==> config.mk <==
export PLATFORM = sky130hd
export DESIGN_NAME = nrisc_fetch_unit
export DESIGN_NICKNAME = d
export VERILOG_FILES = /design/src/rtl/nrisc_pkg.sv /design/src/rtl/nrisc_pc_next.sv /design/src/rtl/nrisc_fetch_unit.sv
export SDC_FILE = /design/constraint.sdc
export NUM_CORES = 1
export LEC_CHECK = 0
export BUFFER_PORTS_ARGS = -buffer_cell sky130_fd_sc_hd__buf_2
export CAP_MARGIN = 20
export CORE_UTILIZATION = 55
export DETAILED_ROUTE_END_ITERATION = 16
export PLACE_DENSITY = 0.92
export SETUP_SLACK_MARGIN = 0.02
export SLEW_MARGIN = 20
export SYNTH_ARGS = -nofsm -noshare
export SYNTH_HDL_FRONTEND = slang
export SYNTH_SLANG_ARGS = --single-unit
==> constraint.sdc <==
create_clock -name clock -period 5.4 [get_ports clock]
set_clock_uncertainty 0.1 [all_clocks]
set_input_delay 1.35 -clock clock [delete_from_list [all_inputs] [get_ports clock]]
set_output_delay 1.35 -clock clock [all_outputs]
set_load 0.02 [all_outputs]
==> src/rtl/nrisc_pkg.sv <==
// nRisc shared definitions: opcodes, fetch FSM encoding, immediate width.
// Latency: n/a (declarations only).
// Backpressure: n/a.
package nrisc_pkg;

  // Width of the immediate / offset field at the bottom of every instruction
  localparam int IMM_W = 5;

  // Opcode map as seen by the control unit
  localparam logic [2:0] OP_ADD  = 3'b000;
  localparam logic [2:0] OP_MOVE = 3'b001;
  localparam logic [2:0] OP_SLT  = 3'b010;
  localparam logic [2:0] OP_BEQ  = 3'b011;
  localparam logic [2:0] OP_JUMP = 3'b100;
  localparam logic [2:0] OP_SW   = 3'b101;
  localparam logic [2:0] OP_LW   = 3'b110;
  localparam logic [2:0] OP_HALT = 3'b111;

  // Fetch-stage sequencing
  typedef enum logic [2:0] {
    ST_FETCH  = 3'd0,
    ST_WAIT   = 3'd1,
    ST_DECODE = 3'd2,
    ST_EXEC   = 3'd3,
    ST_HALTED = 3'd4
  } fetch_state_t;

endpackage

==> src/rtl/nrisc_pc_next.sv <==
// Next-PC selection: jump-in-page, pc-relative branch, or sequential increment.
// Latency: purely combinational, zero cycles.
// Backpressure: none; caller decides when the result is committed.
module nrisc_pc_next
  import nrisc_pkg::*;
#(
  parameter int PC_W = 8
) (
  input  logic [PC_W-1:0]  i_pc,
  input  logic [IMM_W-1:0] i_imm,
  input  logic             i_br_taken,
  input  logic             i_jmp_taken,
  output logic [PC_W-1:0]  o_pc_next
);

  logic [PC_W-1:0] w_pc_inc;
  logic [PC_W-1:0] w_imm_sext;

  // Sequential address and sign-extended branch offset; both wrap modulo 2^PC_W
  assign w_pc_inc   = i_pc + PC_W'(1);
  assign w_imm_sext = {{(PC_W-IMM_W){i_imm[IMM_W-1]}}, i_imm};

  // Jump beats branch; an undriven (x) taken flag falls through to the increment
  always_comb begin
    o_pc_next = w_pc_inc;
    if (i_jmp_taken) begin
      o_pc_next = {w_pc_inc[PC_W-1:IMM_W], i_imm};
    end else if (i_br_taken) begin
      o_pc_next = w_pc_inc + w_imm_sext;
    end
  end

endmodule

==> src/rtl/nrisc_fetch_unit.sv <==
// nRisc fetch/PC stage: fetches into the IR, waits on control, computes next PC or halts. Optional macro NRISC_RESUME_EN adds a resume input.
// Latency: 4 cycles per instruction (FETCH, WAIT, DECODE, EXEC) plus one per extra WAIT cycle.
// Backpressure: stalls in WAIT indefinitely until imem_ready; no timeout.
module nrisc_fetch_unit
  import nrisc_pkg::*;
#(
  parameter int PC_W    = 8,
  parameter int INSTR_W = 8
) (
  input  logic               clock,
  input  logic               reset,
  output logic [PC_W-1:0]    imem_addr,
  output logic               imem_rd,
  input  logic [INSTR_W-1:0] imem_data,
  input  logic               imem_ready,
  output logic [2:0]         OPcode,
  output logic [INSTR_W-1:0] instr,
  input  logic               Branch,
  input  logic               Jump,
  input  logic               EscPc,
  input  logic               zero,
  output logic [PC_W-1:0]    pc,
  output logic               halted
`ifdef NRISC_RESUME_EN
  ,
  input  logic               resume
`endif
);

  fetch_state_t    r_state;
  fetch_state_t    w_state_nxt;
  logic [PC_W-1:0]    r_pc;
  logic [INSTR_W-1:0] r_ir;
  logic               w_load_ir;
  logic               w_load_pc;
  logic               w_br_taken;
  logic               w_jmp_taken;
  logic [PC_W-1:0]    w_pc_next;

  // Control outputs only matter in EXEC; anything other than a clean 1 is not-taken
  assign w_jmp_taken = (r_state == ST_EXEC) && (Jump == 1'b1);
  assign w_br_taken  = (r_state == ST_EXEC) && (Branch == 1'b1) && (zero == 1'b1);

  nrisc_pc_next #(
    .PC_W (PC_W)
  ) u_pc_next (
    .i_pc        (r_pc),
    .i_imm       (r_ir[IMM_W-1:0]),
    .i_br_taken  (w_br_taken),
    .i_jmp_taken (w_jmp_taken),
    .o_pc_next   (w_pc_next)
  );

  // State register; reset always restarts the fetch at FETCH
  always_ff @(posedge clock) begin
    if (reset) begin
      r_state <= ST_FETCH;
    end else begin
      r_state <= w_state_nxt;
    end
  end

  // Next-state and datapath load enables
  always_comb begin
    w_state_nxt = r_state;
    w_load_ir   = 1'b0;
    w_load_pc   = 1'b0;
    case (r_state)
      ST_FETCH: begin
        w_state_nxt = ST_WAIT;
      end
      ST_WAIT: begin
        if (imem_ready) begin
          w_load_ir   = 1'b1;
          w_state_nxt = ST_DECODE;
        end
      end
      ST_DECODE: begin
        w_state_nxt = ST_EXEC;
      end
      ST_EXEC: begin
        // EscPc must be a clean 1 to keep running; anything else halts with pc frozen
        if (EscPc == 1'b1) begin
          w_load_pc   = 1'b1;
          w_state_nxt = ST_FETCH;
        end else begin
          w_state_nxt = ST_HALTED;
        end
      end
      ST_HALTED: begin
`ifdef NRISC_RESUME_EN
        // Taken flags are gated off outside EXEC, so next pc is the plain increment
        if (resume) begin
          w_load_pc   = 1'b1;
          w_state_nxt = ST_FETCH;
        end
`endif
      end
      default: begin
        w_state_nxt = ST_FETCH;
      end
    endcase
  end

  // PC and instruction register; reset abandons any pending fetch or update
  always_ff @(posedge clock) begin
    if (reset) begin
      r_pc <= '0;
      r_ir <= '0;
    end else begin
      if (w_load_ir) begin
        r_ir <= imem_data;
      end
      if (w_load_pc) begin
        r_pc <= w_pc_next;
      end
    end
  end

  assign imem_rd   = (r_state == ST_FETCH) && !reset;
  assign imem_addr = r_pc;
  assign pc        = r_pc;
  assign instr     = r_ir;
  assign OPcode    = r_ir[INSTR_W-1 -: 3];
  assign halted    = (r_state == ST_HALTED);

endmodule

==> results of run 1 <==
## layer usage
| layer | part of all wire | wire length, µm | global-route usage | vias to the layer above |
|---|---|---|---|---|
| li1 | - | - | - | 649 |
| met1 | 0.41 | 1300 | 0.270 | 622 |
| met2 | 0.52 | 1630 | 0.460 | 56 |
| met3 | 0.053 | 168 | 0.0609 | 7 |
| met4 | 0.017 | 55 | 0.145 | 0 |
| met5 | 0 | 0 | 0 | - |
## metrics by stage
step                area [µm²]  utilization  total power, mW  setup WS [ns]  instances
floorplan                 1410            -            0.186           1.82        167
global placement          1530        0.662            0.196           1.99        220
detailed placement        1530        0.662            0.199           1.98        220
CTS                       1560        0.675            0.275           1.99        224
global route              1560        0.675            0.288           1.89        224
finish                    1560        0.675            0.274           2.00        224
## power by group through the flow
stage                     clock network [mW]  registers (mW)  logic [mW]
after detailed placement                   0           0.155      0.0440
after global routing                  0.0869           0.153      0.0489
final                                 0.0788           0.152      0.0439
after floorplan                            0           0.156      0.0296
after global placement                     0           0.154      0.0424
after CTS                             0.0797           0.151      0.0441
## path summary, 6_finish.rpt
| check | cells after the start | slack (ns) | from | endpoint |
|---|---|---|---|---|
| worst max-delay path | 3 | 2.00 | reset | imem_rd |
| worst min-delay path | 2 | 0.41 | imem_addr[7] | imem_addr[7] |
| worst max register to register | 9 | 2.71 | imem_addr[0] | imem_addr[7] |
| worst min register to register | 2 | 0.41 | imem_addr[7] | imem_addr[7] |
## placed cells by master (no fill, tap or decap), drive strengths merged, types with 2 or more instances in the layout
cell,Yosys,routed
buf,15,43
nor2,20,20
dfxtp,19,19
mux2i,13,13
a21oi,12,12
ha,9,9
nor3,9,9
inv,8,8
nand2,7,7
nand3,6,6
xnor2,5,5
o21ai,5,5
xor2,4,4
nor4,3,3
a211oi,3,3
a221oi,3,3
clkbuf,3,3
nand4,2,2
o21a,2,2
a21o,2,2
a221o,2,2
and3,2,2
and3b,2,2
## sequential cells by signal (all words and copies together), names as in the netlist
register	flops
imem_addr	8
instr	8
r_state	3
## tightest hold or removal path, stage by stage, from the launching register on
cell     delay [ns]
dfxtp_1        0.35
nand4_1        0.09
a21oi_2        0.05
## cell families (layout without fill, tap and decap cells)
group | after synthesis | count (layout) | synth area share
AO/OA/AOI/OAI | 34 | 34 | 0.162
adder cells (fa/ha/maj) | 10 | 10 | 0.0940
buffers and inverters | 26 | 55 | 0.112
XOR/XNOR | 9 | 9 | 0.0558
flip-flops | 19 | 19 | 0.270
multiplexers | 14 | 14 | 0.100
AND/OR/NAND/NOR | 55 | 55 | 0.207
## final cells by class
class | count | share of cell area
Multi-Input combinational cell | 122 | 0.558
Tap cell | 28 | 0.0224
Timing Repair Buffer | 43 | 0.138
Clock inverter | 1 | 0.00480
Inverter | 8 | 0.0192
Sequential cell | 19 | 0.243
Clock buffer | 3 | 0.0144
==> impl_metrics.env, run 1 <==
export IMPL_postCtsSetupBuffers=0
export IMPL_rsz0062_at_grt="false"
export IMPL_die_w_um=52.7
export IMPL_antenna_left=0
export IMPL_syn_nets=192
export IMPL_numClockSinks=19
export IMPL_multi_input_area_um2=873
export IMPL_cts_tree="built"
export IMPL_ys_ff_latch=19
export IMPL_hpwlAfterDp_um=2420
export IMPL_share_seq_of_total_power=0.553
export IMPL_postCtsHoldBufs=0
export IMPL_yosys_area_top_type="dfxtp_1"
export IMPL_power_density_mw_per_mm2=175
export IMPL_synth_edf_count=0
export IMPL_routed_via_count=1334
export IMPL_finalSetupTns_ns=0
export IMPL_path_cells="buf_2 > nor4_1 > buf_2"
export IMPL_cap_violations=0
export IMPL_cts_buffers=3
export IMPL_yosysWarnings=0
export IMPL_cp_max_fo=20
export IMPL_place_congestion=0.896
export IMPL_period_share=0.630
export IMPL_yosysSeqAreaShare=0.270
export IMPL_syn_area_mm2=0.00141
export IMPL_port_buffers=43
export IMPL_worst_path_buf_inv=2
export IMPL_worstPathArrival_ns=1.95
export IMPL_grt_ovfl_total=0
export IMPL_layout_drive_gt1_share=0.281
export IMPL_switchingPower_uw=83.0
export IMPL_first_global_vias=1235
export IMPL_synth_cells=167
export IMPL_grt_pass1_wl_um=5170
export IMPL_synth_common_cells="nor2_1, dfxtp_1, buf_4"
export IMPL_path_common_cell="buf_2"
export IMPL_fill_cells=200
export IMPL_leakage_nw=0.728
export IMPL_first_pass_iters=4
export IMPL_die_height_um=52.7
export IMPL_syn_avg_cell_area_um2=8.45
export IMPL_p_int_uw=191
export IMPL_antenna_found_initial=0
export IMPL_finalHoldViolations=0
export IMPL_ios=44
export IMPL_path_delay_family="buffers and inverters"
export IMPL_nets=222
export IMPL_final_setup_viol_count=0
export IMPL_antenna_cells=0
export IMPL_clock_latency_ns=0.31
export IMPL_pwr_share_clk=0.287
export IMPL_yosys_cell_types_count=41
export IMPL_vias_per_cell=5.96
export IMPL_drt_wl_total_um=3160
export IMPL_cp_end_kind="output port"
export IMPL_gr_usage_all_layers=0.257
export IMPL_max_freq_mhz=294
export IMPL_period_minus_slack_ns=3.40
export IMPL_clockBufferDepth=2
export IMPL_status="finished clean"
export IMPL_synth_most_common_cell="nor2_1"
export IMPL_initial_core_util=0.609
export IMPL_cts_max_level=1
export IMPL_min_path_type="register to register"
export IMPL_hold_ws_ns=0.414
export IMPL_p_comb_frac=0.160
export IMPL_clk_pin_slew_worst_paths_ns=0.12
export IMPL_cpPeakStageDelay_ns=0.22
export IMPL_cp_start_kind="input pin"
export IMPL_die_area_mm2=0.00277
export IMPL_critical_path_class="input pin to output port"
export IMPL_worstPathRequired_ns=3.95
export IMPL_critPathSlowestCell="buf_2"
export IMPL_synthFlopType="dfxtp_1"
export IMPL_area_growth_pct=10.8
export IMPL_seqCellArea_um2=380
export IMPL_num_rows=17
export IMPL_core_area_mm2=0.00232
export IMPL_cts_resized=0
export IMPL_worst_slew_pin_transition_ns=0.771
export IMPL_drtIter0Drc=47
export IMPL_irDropWorstVdd_v=0.000220
export IMPL_async_flop_share=0
export IMPL_netlist_area_leader_share=0.270
export IMPL_cts_root_buf="clkbuf_4"
export IMPL_grt_max_degree=21
export IMPL_synth_area_leaders="dfxtp_1, mux2i_1, ha_1"
export IMPL_wl_per_cell_um=14.1
export IMPL_drc=0
export IMPL_swShare=0.303
export IMPL_finalMaxSlewViolations=0
export IMPL_slew_headroom=0.483
Note: power is estimated with default switching activity, not from simulation.
==> inputs of run 2 (changes only) <==
Settings changed: CORE_UTILIZATION 55 to 51, PLACE_DENSITY 0.92 to 0.87.
Clock period 5.4 ns to 3.5 ns, I/O delays scaled along.
==> run 2 against run 1 <==
  * Routed wire length decreased by 0.67%
  * Non-clock buffer count is the same
  * Die area up 7.5%
  * Power grew 53%
  * Highest routed layer unchanged
  * Final cell count is 0.89% higher
==> impl_metrics.env, run 2 (synthesis results as in run 1) <==
export IMPL_status="finished clean"
export IMPL_postCtsSetupBuffers=0
export IMPL_cp_start_kind="register"
export IMPL_antenna_cells=0
export IMPL_pwr_share_clk=0.283
export IMPL_layout_drive_gt1_share=0.281
export IMPL_drt_wl_total_um=3140
export IMPL_first_pass_iters=4
export IMPL_num_rows=18
export IMPL_final_cells=226
export IMPL_cts_buffers=3
export IMPL_cp_end_kind="register"
export IMPL_cts_tree="built"
export IMPL_hpwlAfterDp_um=2440
export IMPL_grt_pass1_wl_um=5040
export IMPL_worst_slack_ns=0.927
export IMPL_vias_per_cell=5.81
export IMPL_drtIter0Drc=25
export IMPL_p_comb_frac=0.162
export IMPL_port_buffers=43
export IMPL_period_minus_slack_ns=2.57
export IMPL_period_share=0.735
export IMPL_power_density_mw_per_mm2=268
export IMPL_max_freq_mhz=389
export IMPL_clk_pin_slew_worst_paths_ns=0.12
export IMPL_gr_usage_all_layers=0.233
export IMPL_worstPathArrival_ns=2.71
export IMPL_worstPathRequired_ns=3.64
export IMPL_met1_length_um=1340
export IMPL_dr_max_layer_used="met4"
export IMPL_finalSetupTns_ns=0
export IMPL_critical_path_class="register to register"
export IMPL_initial_core_util=0.555
export IMPL_fill_cells=236
export IMPL_dp_cells=222
export IMPL_hold_ws_ns=0.412
export IMPL_grt_max_degree=21
export IMPL_die_height_um=54.6
export IMPL_share_seq_of_total_power=0.556
export IMPL_worst_slew_pin_transition_ns=0.779
export IMPL_die_area_mm2=0.00298
export IMPL_final_common_cell="buf_2"
export IMPL_rsz0062_at_grt="false"
export IMPL_min_path_type="register to register"
export IMPL_antenna_found_initial=0
export IMPL_ios=44
export IMPL_routed_via_count=1314
export IMPL_irDropWorstVdd_v=0.000296
export IMPL_layout_common_cells="buf_2, nor2_1, dfxtp_1"
export IMPL_p_int_uw=295
export IMPL_switchingPower_uw=125
export IMPL_first_global_vias=1200
export IMPL_cts_resized=0
export IMPL_wl_met2_um=1590
export IMPL_slew_headroom=0.478
export IMPL_finalHoldViolations=0
export IMPL_area_growth_pct=11.0
export IMPL_total_power_uw=420
export IMPL_finalMaxSlewViolations=0
export IMPL_wl_met3_um=193
export IMPL_leakage_nw=0.728
export IMPL_postCtsHoldBufs=0
export IMPL_clock_latency_ns=0.31
export IMPL_nets=222
export IMPL_place_congestion=0.865
export IMPL_cts_root_buf="clkbuf_4"
export IMPL_final_setup_viol_count=0
export IMPL_wl_per_cell_um=13.9
export IMPL_cp_max_fo=8
export IMPL_dp_slack_ns=1.03
export IMPL_die_w_um=54.6
export IMPL_r2r_slack_ns=0.93
export IMPL_swShare=0.298
export IMPL_antenna_left=0
export IMPL_core_area_mm2=0.00254
export IMPL_cts_max_level=1
export IMPL_grt_ovfl_total=0
export IMPL_clockBufferDepth=2
export IMPL_cap_violations=0
export IMPL_drc=0
export IMPL_numClockSinks=19
==> run 2: cell counts in the layout (fill, tap and decap cells not counted) <==
No cell type changed its count.
==> run 2: final cells by class <==
cell class                 count  area, µm²  area share
clock buffer                   3       22.5      0.0144
clock inverter                 1       7.51     0.00479
timing repair buffer          43        215       0.137
sequential                    19        380       0.243
tap                           30       37.5      0.0240
multi-input combinational    122        873       0.558
inverter                       8       30.0      0.0192
==> run 2: worst max-delay path, stage by stage (launching register included) <==
cell	delay, ns
dfxtp_1	0.47
inv_1	0.11
ha_1	0.25
fa_1	0.42
a21o_1	0.20
a21oi_1	0.23
xnor2_1	0.15
mux2i_1	0.09
a221o_1	0.32
a21oi_1	0.17
==> run 2: metrics by stage <==
step,utilization,cell area (µm²)
6_report,0.616,1570
5_1_grt,0.616,1570
4_1_cts,0.616,1570
3_5_place_dp,0.604,1540
3_3_place_gp,0.604,1540
2_1_floorplan,-,1410
==> run 2: final timing paths <==
path / end / from / cells past startpoint
hold reg to reg: imem_addr[7] / imem_addr[7] / 2
hold / removal: imem_addr[7] / imem_addr[7] / 2
setup reg to reg: imem_addr[4] / imem_addr[0] / 9
setup / recovery: imem_addr[4] / imem_addr[0] / 9
==> run 2: layer usage <==
metal,vias to the layer above,GRT usage
met5,-,0
met4,0,0.0769
met3,2,0.0694
met2,51,0.406
met1,610,0.267
li1,651,-
==> run 2: power groups by stage <==
stage                     clock (mW)  combinational [mW]  sequential (mW)
after floorplan                    0              0.0457            0.241
after global placement             0              0.0661            0.238
after detailed placement           0              0.0686            0.238
after CTS                      0.121              0.0685            0.234
after global routing           0.128              0.0750            0.236
final                          0.119              0.0680            0.234
